File: src/rtl/barcode_2of5_decoder_if.sv
// Scanner-side sample input and decoded digit/frame results of the 2-of-5 decoder.
// The decoder takes the master modport; the downstream consumer takes slave.
interface barcode_2of5_decoder_if #(
    parameter int DIGITS = 4
);
    logic                bar_in;
    logic                digit_valid;
    logic [3:0]          digit_data;
    logic [3:0]          digit_idx;
    logic [4*DIGITS-1:0] frame_digits;
    logic                frame_done;
    logic                frame_error;
    logic [1:0]          err_code;

    modport master (
        input  bar_in,
        output digit_valid,
        output digit_data,
        output digit_idx,
        output frame_digits,
        output frame_done,
        output frame_error,
        output err_code
    );

    modport slave (
        output bar_in,
        input  digit_valid,
        input  digit_data,
        input  digit_idx,
        input  frame_digits,
        input  frame_done,
        input  frame_error,
        input  err_code
    );
endinterface

File: src/rtl/barcode_2of5_decoder.sv
// Serial 2-of-5 bar code decoder: start WWN, DIGITS digits, stop WNW.
// Define BARCODE_CHECKSUM_EN to treat the last digit as a 3,1,3,1 mod-10 check digit.
module barcode_2of5_decoder #(
    parameter int DIGITS   = 4,
    parameter int CNT_W    = 8,
    parameter int WIDE_MIN = 4,
    parameter int TIMEOUT  = 32
) (
    input  logic                  clock,
    input  logic                  reset,
    barcode_2of5_decoder_if.master bus
);
    typedef enum logic [1:0] {IDLE, START, DATA, STOP} state_t;

    localparam logic [CNT_W-1:0] CNT_MAX  = '1;
    localparam logic [CNT_W-1:0] TMO_LAST = CNT_W'(TIMEOUT - 1);
    localparam logic [CNT_W-1:0] WIDE_LEN = CNT_W'(WIDE_MIN);
    localparam logic [3:0]       LAST_IDX = 4'(DIGITS - 1);

    state_t              state, state_n;
    logic                bar_q;
    logic [CNT_W-1:0]    bar_cnt, spc_cnt;
    logic [2:0]          bcnt, bcnt_n;
    logic [2:0]          pat, pat_n;
    logic [2:0]          nwide, nwide_n;
    logic [4:0]          dsum, dsum_n;
    logic [3:0]          dcnt, dcnt_n;
    logic                dv, dv_n;
    logic [3:0]          ddata, ddata_n;
    logic [3:0]          didx, didx_n;
    logic [4*DIGITS-1:0] fdig, fdig_n;
    logic                fdone, fdone_n;
    logic                ferr, ferr_n;
    logic [1:0]          ecode, ecode_n;
`ifdef BARCODE_CHECKSUM_EN
    logic [3:0]          csum, csum_n;
`endif

    logic       eob, wide, ovr, tmo;
    logic [2:0] pat_full, nwide_full;
    logic [4:0] dsum_full;
    logic [3:0] digit;
    logic       err;
    logic [1:0] code;

    function automatic logic [4:0] wt(input logic [2:0] i);
        unique case (i)
            3'd0:    wt = 5'd1;
            3'd1:    wt = 5'd2;
            3'd2:    wt = 5'd4;
            3'd3:    wt = 5'd7;
            default: wt = 5'd0;
        endcase
    endfunction

`ifdef BARCODE_CHECKSUM_EN
    function automatic logic [3:0] mod10(input logic [5:0] s);
        if (s >= 6'd30)      mod10 = 4'(s - 6'd30);
        else if (s >= 6'd20) mod10 = 4'(s - 6'd20);
        else if (s >= 6'd10) mod10 = 4'(s - 6'd10);
        else                 mod10 = s[3:0];
    endfunction
`endif

    assign eob        = bar_q & ~bus.bar_in;
    assign wide       = bar_cnt >= WIDE_LEN;
    assign ovr        = bar_cnt == CNT_MAX;
    assign tmo        = ~bus.bar_in & (spc_cnt == TMO_LAST);
    assign pat_full   = {pat[1:0], wide};
    assign nwide_full = nwide + 3'(wide);
    assign dsum_full  = dsum + (wide ? wt(bcnt) : 5'd0);
    // A 4+7 pair encodes zero.
    assign digit      = (dsum_full == 5'd11) ? 4'd0 : dsum_full[3:0];

    always_comb begin
        state_n = state;
        bcnt_n  = bcnt;
        pat_n   = pat;
        nwide_n = nwide;
        dsum_n  = dsum;
        dcnt_n  = dcnt;
        dv_n    = 1'b0;
        ddata_n = ddata;
        didx_n  = didx;
        fdig_n  = fdig;
        fdone_n = 1'b0;
        ferr_n  = 1'b0;
        ecode_n = ecode;
        err     = 1'b0;
        code    = 2'd0;
`ifdef BARCODE_CHECKSUM_EN
        csum_n  = csum;
`endif
        unique case (state)
            IDLE: begin
                if (bus.bar_in) begin
                    state_n = START;
                    bcnt_n  = 3'd0;
                    pat_n   = 3'd0;
                    fdig_n  = '0;
                end
            end
            START: begin
                if (tmo) begin
                    err  = 1'b1;
                    code = 2'd2;
                end else if (eob) begin
                    if (ovr) begin
                        err  = 1'b1;
                        code = 2'd3;
                    end else if (bcnt == 3'd2) begin
                        if (pat_full == 3'b110) begin
                            state_n = DATA;
                            bcnt_n  = 3'd0;
                            nwide_n = 3'd0;
                            dsum_n  = 5'd0;
                            dcnt_n  = 4'd0;
`ifdef BARCODE_CHECKSUM_EN
                            csum_n  = 4'd0;
`endif
                        end else begin
                            err  = 1'b1;
                            code = 2'd1;
                        end
                    end else begin
                        bcnt_n = bcnt + 3'd1;
                        pat_n  = pat_full;
                    end
                end
            end
            DATA: begin
                if (tmo) begin
                    err  = 1'b1;
                    code = 2'd2;
                end else if (eob) begin
                    if (ovr) begin
                        err  = 1'b1;
                        code = 2'd3;
                    end else if (bcnt == 3'd4) begin
                        if (nwide_full == 3'd2) begin
                            dv_n    = 1'b1;
                            ddata_n = digit;
                            didx_n  = dcnt;
                            for (int i = 0; i < DIGITS; i++)
                                if (dcnt == 4'(i))
                                    fdig_n[4*i +: 4] = digit;
`ifdef BARCODE_CHECKSUM_EN
                            // Even positions weigh 3, odd positions weigh 1.
                            csum_n = mod10({2'b00, csum} + {2'b00, digit}
                                     + (dcnt[0] ? 6'd0 : {1'b0, digit, 1'b0}));
`endif
                            bcnt_n  = 3'd0;
                            nwide_n = 3'd0;
                            dsum_n  = 5'd0;
                            if (dcnt == LAST_IDX) begin
                                state_n = STOP;
                                pat_n   = 3'd0;
                            end else begin
                                dcnt_n = dcnt + 4'd1;
                            end
                        end else begin
                            err  = 1'b1;
                            code = 2'd1;
                        end
                    end else begin
                        bcnt_n  = bcnt + 3'd1;
                        nwide_n = nwide_full;
                        dsum_n  = dsum_full;
                    end
                end
            end
            STOP: begin
                if (tmo) begin
                    err  = 1'b1;
                    code = 2'd2;
                end else if (eob) begin
                    if (ovr) begin
                        err  = 1'b1;
                        code = 2'd3;
                    end else if (bcnt == 3'd2) begin
                        if (pat_full == 3'b101) begin
                            state_n = IDLE;
`ifdef BARCODE_CHECKSUM_EN
                            if (csum != 4'd0) begin
                                err  = 1'b1;
                                code = 2'd3;
                            end else begin
                                fdone_n = 1'b1;
                            end
`else
                            fdone_n = 1'b1;
`endif
                        end else begin
                            err  = 1'b1;
                            code = 2'd1;
                        end
                    end else begin
                        bcnt_n = bcnt + 3'd1;
                        pat_n  = pat_full;
                    end
                end
            end
            default: state_n = IDLE;
        endcase
        if (err) begin
            state_n = IDLE;
            ferr_n  = 1'b1;
            ecode_n = code;
        end
    end

    always_ff @(posedge clock) begin
        if (reset) begin
            state   <= IDLE;
            bar_q   <= 1'b0;
            bar_cnt <= '0;
            spc_cnt <= '0;
            bcnt    <= 3'd0;
            pat     <= 3'd0;
            nwide   <= 3'd0;
            dsum    <= 5'd0;
            dcnt    <= 4'd0;
            dv      <= 1'b0;
            ddata   <= 4'd0;
            didx    <= 4'd0;
            fdig    <= '0;
            fdone   <= 1'b0;
            ferr    <= 1'b0;
            ecode   <= 2'd0;
`ifdef BARCODE_CHECKSUM_EN
            csum    <= 4'd0;
`endif
        end else begin
            state   <= state_n;
            bar_q   <= bus.bar_in;
            if (bus.bar_in) begin
                bar_cnt <= (bar_cnt == CNT_MAX) ? CNT_MAX : bar_cnt + 1'b1;
                spc_cnt <= '0;
            end else begin
                bar_cnt <= '0;
                spc_cnt <= (spc_cnt == CNT_MAX) ? CNT_MAX : spc_cnt + 1'b1;
            end
            bcnt    <= bcnt_n;
            pat     <= pat_n;
            nwide   <= nwide_n;
            dsum    <= dsum_n;
            dcnt    <= dcnt_n;
            dv      <= dv_n;
            ddata   <= ddata_n;
            didx    <= didx_n;
            fdig    <= fdig_n;
            fdone   <= fdone_n;
            ferr    <= ferr_n;
            ecode   <= ecode_n;
`ifdef BARCODE_CHECKSUM_EN
            csum    <= csum_n;
`endif
        end
    end

    assign bus.digit_valid  = dv;
    assign bus.digit_data   = ddata;
    assign bus.digit_idx    = didx;
    assign bus.frame_digits = fdig;
    assign bus.frame_done   = fdone;
    assign bus.frame_error  = ferr;
    assign bus.err_code     = ecode;
endmodule

File: src/flat_wrapper.sv
// flat-port wrapper written by rule: the top's interface ports become plain ports
module barcode_2of5_decoder_flat 
#(
    parameter int DIGITS   = 4,
    parameter int CNT_W    = 8,
    parameter int WIDE_MIN = 4,
    parameter int TIMEOUT  = 32
)
  (clock, reset, bus_bar_in, bus_digit_valid, bus_digit_data, bus_digit_idx, bus_frame_digits, bus_frame_done, bus_frame_error, bus_err_code);
  barcode_2of5_decoder_if #(.DIGITS(DIGITS)) bus_i ();
  input  logic clock;
  input  logic reset;
  input wire logic [$bits(bus_i.bar_in)-1:0] bus_bar_in;
  output wire logic [$bits(bus_i.digit_valid)-1:0] bus_digit_valid;
  output wire logic [$bits(bus_i.digit_data)-1:0] bus_digit_data;
  output wire logic [$bits(bus_i.digit_idx)-1:0] bus_digit_idx;
  output wire logic [$bits(bus_i.frame_digits)-1:0] bus_frame_digits;
  output wire logic [$bits(bus_i.frame_done)-1:0] bus_frame_done;
  output wire logic [$bits(bus_i.frame_error)-1:0] bus_frame_error;
  output wire logic [$bits(bus_i.err_code)-1:0] bus_err_code;
  assign bus_i.bar_in = bus_bar_in;
  assign bus_digit_valid = bus_i.digit_valid;
  assign bus_digit_data = bus_i.digit_data;
  assign bus_digit_idx = bus_i.digit_idx;
  assign bus_frame_digits = bus_i.frame_digits;
  assign bus_frame_done = bus_i.frame_done;
  assign bus_frame_error = bus_i.frame_error;
  assign bus_err_code = bus_i.err_code;
  barcode_2of5_decoder #(.DIGITS(DIGITS), .CNT_W(CNT_W), .WIDE_MIN(WIDE_MIN), .TIMEOUT(TIMEOUT)) u_core (.clock(clock), .reset(reset), .bus(bus_i));
endmodule
File: config.mk
export PLATFORM = sky130hd
export DESIGN_NAME = barcode_2of5_decoder_flat
export DESIGN_NICKNAME = d
export VERILOG_FILES = /design/src/rtl/barcode_2of5_decoder_if.sv /design/src/rtl/barcode_2of5_decoder.sv /design/src/flat_wrapper.sv
export SDC_FILE = /design/constraint.sdc
export NUM_CORES = 1
export LEC_CHECK = 0
export ABC_AREA = 1
export CAP_MARGIN = 20
export CORE_AREA = 2 2 86 88
export CTS_CLUSTER_SIZE = 25
export DETAILED_ROUTE_END_ITERATION = 10
export DIE_AREA = 0 0 88 90
export PLACE_DENSITY = 0.75
export SLEW_MARGIN = 20
export SYNTH_ARGS = -nofsm -noshare
export SYNTH_HDL_FRONTEND = slang
export SYNTH_SLANG_ARGS = --single-unit
File: constraint.sdc
create_clock -name clock -period 3.41 [get_ports clock]
set_input_delay 0.5115 -clock clock [delete_from_list [all_inputs] [get_ports clock]]
set_output_delay 0.5115 -clock clock [all_outputs]
set_load 0.05 [all_outputs]
==> results.ini <==
[run_status]
status=finished clean

[sta]
slew_viol_final=0
slew_headroom_pct=43.87
rsz0062_at_grt=no
finalHoldViolCount=0
worstMarginPinSlew_ns=0.8410
fin_tns_setup_ns=0
fmax_ghz=0.3502
hold_ws_ns=0.4666
layout_min_cycle_time_ns=2.856
finClkSkew_ns=0.009813
setup_ws_ns=0.5544
setup_viol=0
finalCritPeriodShare_pct=83.74

[worst_hold_path]
hp-start=u_core.bus.frame_digits[10]
hp-class=reg2reg

[floorplanning]
ios=32
die_height_microns=90
core.rowCount=31
fp.dieW_microns=88
start_util_pct=53.52
coreArea_sq_um=7020
die_area_sq_um=7920

[global_route]
grt.busiest_layer=met2
grt.total_usage_pct=23.36
antenna_found_initial=0
gr-total-overflow=0
grt_pass1_wl_microns=14770
met3_usage_pct=6.152
grt_pass1_vias=3236
grtUsageMet2_pct=36.11
met1_usage_pct=32.01
grt_max_degree=33

[power_and_ir_drop]
p_sw_share_pct=45.59
p_switching_mw=1.460
p_per_area_nw_per_um2=740.4
peakVddDrop_v=0.0004750
leakage_nw=2.009
combPwrFrac_pct=48.5
clock_power_share_pct=20.6
intPower_mw=1.743
p_seq_share_pct=30.9

[synthesis]
yosysUniqueCellTypes=37
synth_area_leaders=dfxtp_1 35%, nand2_1 12%, nor2_1 9.0%, inv_1 7.5%, ha_1 7.3%
ys_warn_count=0
synthCells=550
synth_area_per_cell_sq_um=6.832
synth_edf_count=0
synth_top_area_cell=dfxtp_1
ys_seq_area_share_pct=34.63
synth_nets=576
netlist_area_sq_um=3757
synth_top_area_share_pct=34.63
ys_ff_latch=65
synthArstFlopShare_pct=0
synth-main-ff-cell=dfxtp_1

[setup_path]
start_kind=register
cp.arrival_ns=3.10
end_kind=register
path_class=reg2reg
cp_max_fo=5
r2r_start=u_core.bcnt[0]
cp.required_ns=3.66
startpoint=u_core.bcnt[0]

[cts]
htree_levels=3
cts_root_buffer=clkbuf_8
postCtsSetupBuffers=0
cts.path.max_buffers=2
cts_hold_buf=0
clk_pin_slew_worst_paths_ns=0.08
clk_latency_ns=0.35
cts_tree=built
cts_sinks=65
cts_resized=0
cts_buffers=9

[cells_and_area]
fillers=662
layout_commonest_cell=nand2_1
finalNetCount=608
antenna_cells=0
area_delta_synth_final_pct=15.12
postLayoutCoreUtil_pct=61.61
drive_above_1_share_pct=9.199
design_area_sq_um=4325
layout_common_cells=121 x nand2_1, 90 x nor2_1, 75 x inv_1, 65 x dfxtp_1, 34 x a21oi_1

[placed_design]
placed_area_sq_um=4131
numPortBuffers=31
place_congestion=0.9983
dp_hpwl_microns=6495
pre_cts_ws_ns=0.6077

[flow_run]
cap_violations=0

[drt]
via_count=3512
viasPerCell=5.120
drt_iter0_markers=193
finalWirelength_microns=8724
antenna_violating_nets_post_route=0
post_drt_wl_per_cell_microns=12.72
drcViolationCount=0
drt_pass1_iterations=5

through the flow:
stage / total power [mW] / instances
after global routing: 3.458 / 686
after floorplan: 2.202 / 550
after CTS: 3.204 / 686
after global placement: 2.509 / 670
final: 3.203 / 686
after detailed placement: 2.545 / 670
path summary, 6_finish.rpt:
kind | end | slack (ns) | cells after the start
worst max-delay path | u_core.bus.frame_digits[3] | 0.55 | 15
worst min-delay path | u_core.bus.frame_digits[10] | 0.47 | 2
worst max register to register | u_core.bus.frame_digits[3] | 0.55 | 15
worst min register to register | u_core.bus.frame_digits[10] | 0.47 | 2
cells by family (layout without fill, tap and decap cells):
kind of cell / Yosys count / count (layout) / share of synthesized area, %
buffers and inverters: 92 / 129 / 10.19
AO/OA/AOI/OAI: 74 / 74 / 10.79
adder cells (fa/ha/maj): 23 / 23 / 7.859
AND/OR/NAND/NOR: 284 / 284 / 33.73
flip-flops: 65 / 65 / 34.63
XOR/XNOR: 12 / 12 / 2.797
worst max-delay path, stage by stage (launching register included):
cell     delay (ns)
dfxtp_1        0.34
ha_1           0.22
ha_1           0.20
inv_1          0.07
nand2_1        0.05
nand2_1        0.06
inv_1          0.04
ha_1           0.20
fa_1           0.40
xnor2_1        0.35
and3_1         0.21
nand3_1        0.18
nand2_1        0.14
nor2_1         0.10
nor2_1         0.14
nor2_1         0.06
area by class of cell:
type | count | area (sq um) | area share (%)
inverter | 78 | 292.8 | 6.769
tap | 99 | 123.9 | 2.864
clock buffer | 9 | 123.9 | 2.864
clock inverter | 7 | 70.07 | 1.620
sequential | 65 | 1301 | 30.08
timing repair buffer | 35 | 340.3 | 7.868
multi-input combinational | 393 | 2073 | 47.93
power by group through the flow:
stage          clock network [mW]  registers (mW)  logic (mW)
3_3_place_gp                    0            1.00        1.51
6_report                    0.660           0.990        1.55
2_1_floorplan                   0            1.17        1.03
4_1_cts                     0.668           0.988        1.55
3_5_place_dp                    0            1.00        1.54
5_1_grt                     0.697            1.01        1.76
synth_stat cells, drive strengths merged (2+ instances only):
| master | number |
|---|---|
| dfxtp | 65 |
| nand3 | 32 |
| nand2 | 130 |
| ha | 22 |
| xor2 | 7 |
| and3 | 2 |
| buf | 7 |
| nor3 | 7 |
| o21ai | 36 |
| a21oi | 35 |
| nand4 | 13 |
| nand3b | 2 |
| xnor2 | 5 |
| clkbuf | 7 |
| inv | 78 |
| nor2 | 97 |
flip-flops by register name, summed over array words and instances (netlist names), 3 cells and up:
register	count
u_core.dsum	5
u_core.nwide	3
u_core.bar_cnt	8
u_core.bus.frame_digits	16
u_core.spc_cnt	8
u_core.dcnt	4
u_core.bus.digit_idx	4
u_core.bus.digit_data	4
u_core.bcnt	3
metal layers:
| layer | wire, microns | share of wire [%] |
|---|---|---|
| met1 | 4095 | 47 |
| met3 | 512 | 5.9 |
| met4 | 98 | 1.1 |
| met5 | 0 | 0 |
| met2 | 4018 | 46 |
(Power assumes the default switching activity.)
